$ cat config.mk
export PLATFORM = sky130hd
export DESIGN_NAME = sample_window_packer
export DESIGN_NICKNAME = d
export VERILOG_FILES = /design/src/rtl/avg_stream_pkg.sv /design/src/rtl/sample_shift_window.sv /design/src/rtl/sample_window_packer.sv
export SDC_FILE = /design/constraint.sdc
export NUM_CORES = 1
export LEC_CHECK = 0
export CAP_MARGIN = 20
export CORE_MARGIN = 2
export CORE_UTILIZATION = 25
export CTS_CLUSTER_SIZE = 30
export DETAILED_ROUTE_END_ITERATION = 10
export GPL_TIMING_DRIVEN = 0
export PLACE_DENSITY = 0.43
export SLEW_MARGIN = 20
export SYNTH_ARGS = -nofsm -noshare
export SYNTH_HDL_FRONTEND = slang
export SYNTH_HIERARCHICAL = 1
export SYNTH_SLANG_ARGS = --single-unit
$ cat constraint.sdc
create_clock -name clk -period 4.2 [get_ports clk]
set_clock_uncertainty 0.15 [all_clocks]
set_input_delay 1.05 -clock clk [delete_from_list [all_inputs] [get_ports clk]]
set_output_delay 1.05 -clock clk [all_outputs]
set_load 0.03 [all_outputs]
$ cat src/rtl/avg_stream_pkg.sv
// Shared types and widths for the averaging datapath.
// Default sample/window sizes, window FSM encoding, fill width.
package avg_stream_pkg;

  localparam int W_DEF = 8;
  localparam int N_DEF = 8;

  typedef enum logic {
    FILL = 1'b0,
    RUN  = 1'b1
  } win_state_t;

  // Width of a counter holding 0..n.
  function automatic int fc_w(input int n);
    return $clog2(n + 1);
  endfunction

endpackage

$ cat src/rtl/sample_shift_window.sv
// N-deep by W-bit shift register, newest sample in the LSBs.
// Ports: clk, clr (sync clear), shift, din, window_nxt (post-shift view).
module sample_shift_window #(
  parameter int W = 8,
  parameter int N = 8
) (
  input  logic           clk,
  input  logic           clr,
  input  logic           shift,
  input  logic [W-1:0]   din,
  output logic [N*W-1:0] window_nxt
);

  logic [N*W-1:0] window;

  // Combinational view of the window as it will be after a shift,
  // so a consumer can capture it on the same edge.
  generate
    if (N > 1) begin : g_deep
      assign window_nxt = {window[N*W-W-1:0], din};
    end else begin : g_single
      assign window_nxt = din;
    end
  endgenerate

  always_ff @(posedge clk) begin
    if (clr) begin
      window <= '0;
    end else if (shift) begin
      window <= window_nxt;
    end
  end

endmodule

$ cat src/rtl/sample_window_packer.sv
// Packs accepted samples into a sliding window and emits it every STRIDE.
// Ports: clk, rst (sync low), sample_*, flush, data_stream/stream_*, fill_count.
module sample_window_packer
  import avg_stream_pkg::*;
#(
  parameter int W      = W_DEF,
  parameter int N      = N_DEF,
  parameter int STRIDE = 1
) (
  input  logic                 clk,
  input  logic                 rst,
  input  logic [W-1:0]         sample_in,
  input  logic                 sample_valid,
  output logic                 sample_ready,
  input  logic                 flush,
  output logic [N*W-1:0]       data_stream,
  output logic                 stream_valid,
  input  logic                 stream_ready,
  output logic [fc_w(N)-1:0]   fill_count
);

  localparam int FW = fc_w(N);
  localparam int SW = (STRIDE > 1) ? $clog2(STRIDE) : 1;

  win_state_t     state, state_d;
  logic [FW-1:0]  fill_d;
  logic [SW-1:0]  stride_cnt, stride_d;
  logic [N*W-1:0] win_nxt;
  logic           emit_next;
  logic           acc;
  logic           emit;
  logic           win_clr;

  assign emit_next = (state == FILL)
                   ? (fill_count == FW'(N - 1))
                   : (stride_cnt == SW'(STRIDE - 1));

  // Only the emitting sample is held off while a window is stalled,
  // so a pending window is never overwritten.
  assign sample_ready = !flush
                      & !(stream_valid & !stream_ready & emit_next);

  assign acc     = sample_valid & sample_ready;
  assign emit    = acc & emit_next;
  assign win_clr = !rst | flush;

  sample_shift_window #(
    .W (W),
    .N (N)
  ) u_win (
    .clk        (clk),
    .clr        (win_clr),
    .shift      (acc),
    .din        (sample_in),
    .window_nxt (win_nxt)
  );

  always_comb begin
    state_d  = state;
    fill_d   = fill_count;
    stride_d = stride_cnt;
    if (flush) begin
      state_d  = FILL;
      fill_d   = '0;
      stride_d = '0;
    end else if (acc) begin
      unique case (state)
        FILL: begin
          fill_d = fill_count + FW'(1);
          if (emit_next) begin
            state_d  = RUN;
            stride_d = '0;
          end
        end
        RUN: begin
          stride_d = emit_next ? '0 : stride_cnt + SW'(1);
        end
        default: state_d = FILL;
      endcase
    end
  end

  always_ff @(posedge clk) begin
    if (!rst) begin
      state        <= FILL;
      fill_count   <= '0;
      stride_cnt   <= '0;
      data_stream  <= '0;
      stream_valid <= 1'b0;
    end else begin
      state      <= state_d;
      fill_count <= fill_d;
      stride_cnt <= stride_d;
      if (emit) begin
        data_stream  <= win_nxt;
        stream_valid <= 1'b1;
      end else if (stream_ready) begin
        stream_valid <= 1'b0;
      end
    end
  end

endmodule

==> flow_summary.yaml <==
global_routing:
  grt_pass1_vias: 3678
  grt_max_degree: 17
  grt_util_all_layers_pct: 12.0
  grt.overflow.total: 0
  antenna_found_initial: 0
  grt_pass1_wl_mm: 19.6
logic_synthesis:
  syn_nets: 521
  yosysSeqAreaShare_pct: 51.1
  synth_top_flop_cell: "dfxtp_1"
  syn_inst: 507
  synth_edf_count: 0
  yosys.cell_types.count: 26
  ys_ff_latch: 127
  synth_warnings: 6
  async_flop_share_pct: 0
  synth_area_um2: 4970
  syn_avg_cell_area_um2: 9.81
sta:
  finalHoldViolations: 0
  tightestPinTransition_ps: 702
  setup_viol: 0
  min_period_ps: 3810
  hold_ws_ps: 305
  post-route-period-util_pct: 90.6
  slew_violations: 0
  fin_setup_tns_ps: 0
  setup_ws_ps: 394
  max_clock_freq_ghz: 0.263
  slew_headroom_pct: 53.2
  rsz0062_at_grt: "false"
hold_path:
  min_from: "data_stream[41]$_SDFFE_PN0P_"
  worstHoldPathCells: 2
  holdPathEnd: "data_stream[41]$_SDFFE_PN0P_"
  min_path_type: "flop to flop"
final_layout:
  post-route-util_pct: 34.5
  final_cells: 886
  fill_cells: 2007
  num_antenna_cells: 0
  area_growth_pct: 35.0
  nets: 622
  drive_gt1_share_pct: 8.53
drt:
  wl_met2_mm: 5.96
  viasPerCell: 4.06
  via_count: 3594
  routed_wl_mm: 12.3
  ant_nets: 0
  wl_met1_mm: 5.76
  drt_pass1_iterations: 4
  wl_per_cell_um: 13.9
  post-route-drc-count: 0
  top_layer: "met4"
  wl_met3_um: 472
  drt_iter0_drc: 150
placement:
  post-dp-hpwl_mm: 9.03
  pre_cts_slack_ps: 381
  dp.cells: 854
  gp_congestion: 0.738
  port_buffers: 82
power:
  ir_drop_mv: 0.321
  power.share.clock_pct: 52.2
  p_leak_nw: 2.25
  switching_share_pct: 21.2
  seq_power_share_pct: 44.0
  p_switching_w: 0.000584
  p_int_w: 0.00217
  comb_power_share_pct: 3.8
  p_per_area_nw_per_um2: 410
run_status:
  status: "finished, final reports clean"
worst_setup_path:
  endpoint_kind: "output pin"
  crit_required_ps: 3000
  rr_worst_depth: 8
  r2r_slack_ps: 2100
  crit_arrival_ps: 2610
  rr_endpoint: "u_win/window[14]$_SDFFE_PP0P_"
  critPathKind: "input port to output pin"
  critPathMaxStageDelay_ps: 610
  reg2reg_from: "fill_count[0]$_SDFFE_PP0P_"
  slowest_stage: "clkdlybuf4s50_1"
  cpMostUsedCell: "clkdlybuf4s50_1"
  startpoint_type: "input port"
  crit_fanout: 6
  path_cells: "clkdlybuf4s50_1 > nor2b_1 > a21oi_1 > clkdlybuf4s50_1"
cts:
  numCtsBuffers: 17
  cts_tree: "yes"
  clockBufferDepth: 2
  cts.sinks: 127
  post_cts_resized: 0
  cts_hold_buf: 0
  cts.clk_slew.worst_paths_ps: 50
  post_cts_buffers: 0
  clock_latency_ps: 420
  htree_num_levels: 4
  root_buffer: "clkbuf_16"
run:
  max-cap-violations: 0
floorplanning:
  die_x_um: 145
  dieArea_um2: 21000
  die_h_um: 145
  row_count: 51
  ios: 83
  initial_core_util_pct: 25.5
  coreArea_um2: 19500
==> logic make-up (layout without fill, tap and decap cells) <==
| logic type | after synthesis | count (layout) | share of synthesized area [%] |
|---|---|---|---|
| AND/OR/NAND/NOR | 202 | 202 | 16.1 |
| flip-flops | 127 | 127 | 51.1 |
| multiplexers | 123 | 123 | 24.8 |
| buffers and inverters | 43 | 157 | 6.14 |
| AO/OA/AOI/OAI | 11 | 11 | 1.64 |
| adder cells (fa/ha/maj) | 1 | 1 | 0.252 |
==> cells in the final DEF, fill, tap and decap left out <==
cell type        synthesis  routed
clkbuf_8                 0       3
or3b_1                   1       1
clkbuf_16                0      17
clkinv_4                 0       1
o211a_1                  1       1
ha_1                     1       1
buf_1                    3       3
nand4bb_1                1       1
nor2_1                  56      56
nand2_1                133     133
clkinv_2                 0       4
nand2b_1                 5       5
clkbuf_1                17      19
nor2b_1                  2       2
buf_6                    5       5
mux2i_1                123     123
buf_12                   4       4
a211oi_2                 1       1
clkinvlp_4               0       3
nand3_1                  1       1
buf_4                   10      10
nor3_1                   1       1
a211oi_1                 1       1
nor3b_1                  1       1
o2111a_1                 1       1
clkdlybuf4s50_1          0      82
dfxtp_1                127     127
inv_1                    1       1
and3b_1                  1       1
a21oi_1                  5       5
o21a_1                   2       2
bufinv_16                0       2
buf_2                    3       3
==> cells in the mapped netlist, drive strengths merged (2+ instances only) <==
library cell	count	area, um2
nor2	56	210
mux2i	123	1230
clkbuf	17	63.8
dfxtp	127	2540
a211oi	2	20.0
buf	25	238
nor2b	2	12.5
nand2b	5	31.3
o21a	2	15.0
a21oi	5	25.0
nand2	133	499
==> worst max path at each step <==
| stage | startpoint | end | slack, ps | depth (start not counted) |
|---|---|---|---|---|
| floorplan | stream_ready | sample_ready | 1350 | 2 |
| global placement | stream_ready | sample_ready | 380 | 4 |
| detailed placement | stream_ready | sample_ready | 380 | 4 |
| CTS | stream_ready | sample_ready | 380 | 4 |
| global route | stream_ready | sample_ready | 280 | 4 |
| finish | stream_ready | sample_ready | 390 | 4 |
==> critical path, delay by kind of cell <==
kind                   cells  cell delay, ps
buffers and inverters      2            1020
and+or+nand+nor            1             400
AOI/OAI and AO/OA          1             130
==> power by group through the flow <==
stage / logic, W / registers, W / clock network [W]
after floorplan: 0.0000714 / 0.00124 / 0
after global placement: 0.000106 / 0.00124 / 0
after detailed placement: 0.000107 / 0.00124 / 0
after CTS: 0.000107 / 0.00121 / 0.00148
after global routing: 0.000114 / 0.00121 / 0.00153
final: 0.000105 / 0.00121 / 0.00144
==> layer usage <==
metal	track usage (%)	vias up
met4	4.16	0
met5	0	-
met1	14.7	1662
met3	4.18	8
li1	-	1864
met2	19.7	60
==> flip-flops by register name (all words and copies together) (netlist names) <==
| name | flops |
|---|---|
| data_stream | 64 |
| stride_cnt | 1 |
| fill_count | 4 |
| state | 1 |
| u_win/window | 56 |
| stream_valid | 1 |
==> area by class of cell <==
cell class | count | area (um2) | share of cell area (%)
clock inverter | 10 | 111 | 1.66
inverter | 1 | 3.75 | 0.0559
timing repair buffer | 82 | 821 | 12.2
multi-input combinational | 337 | 2120 | 31.7
sequential | 127 | 2540 | 37.9
tap | 265 | 332 | 4.94
buffer | 42 | 302 | 4.49
clock buffer | 22 | 474 | 7.07
==> through the flow <==
stage,area [um2],total power [W]
finish,6710,0.00275
global route,6710,0.00285
CTS,6710,0.00280
detailed placement,6120,0.00134
global placement,6120,0.00134
floorplan,4970,0.00131
Note: power is estimated with default switching activity, not from simulation.
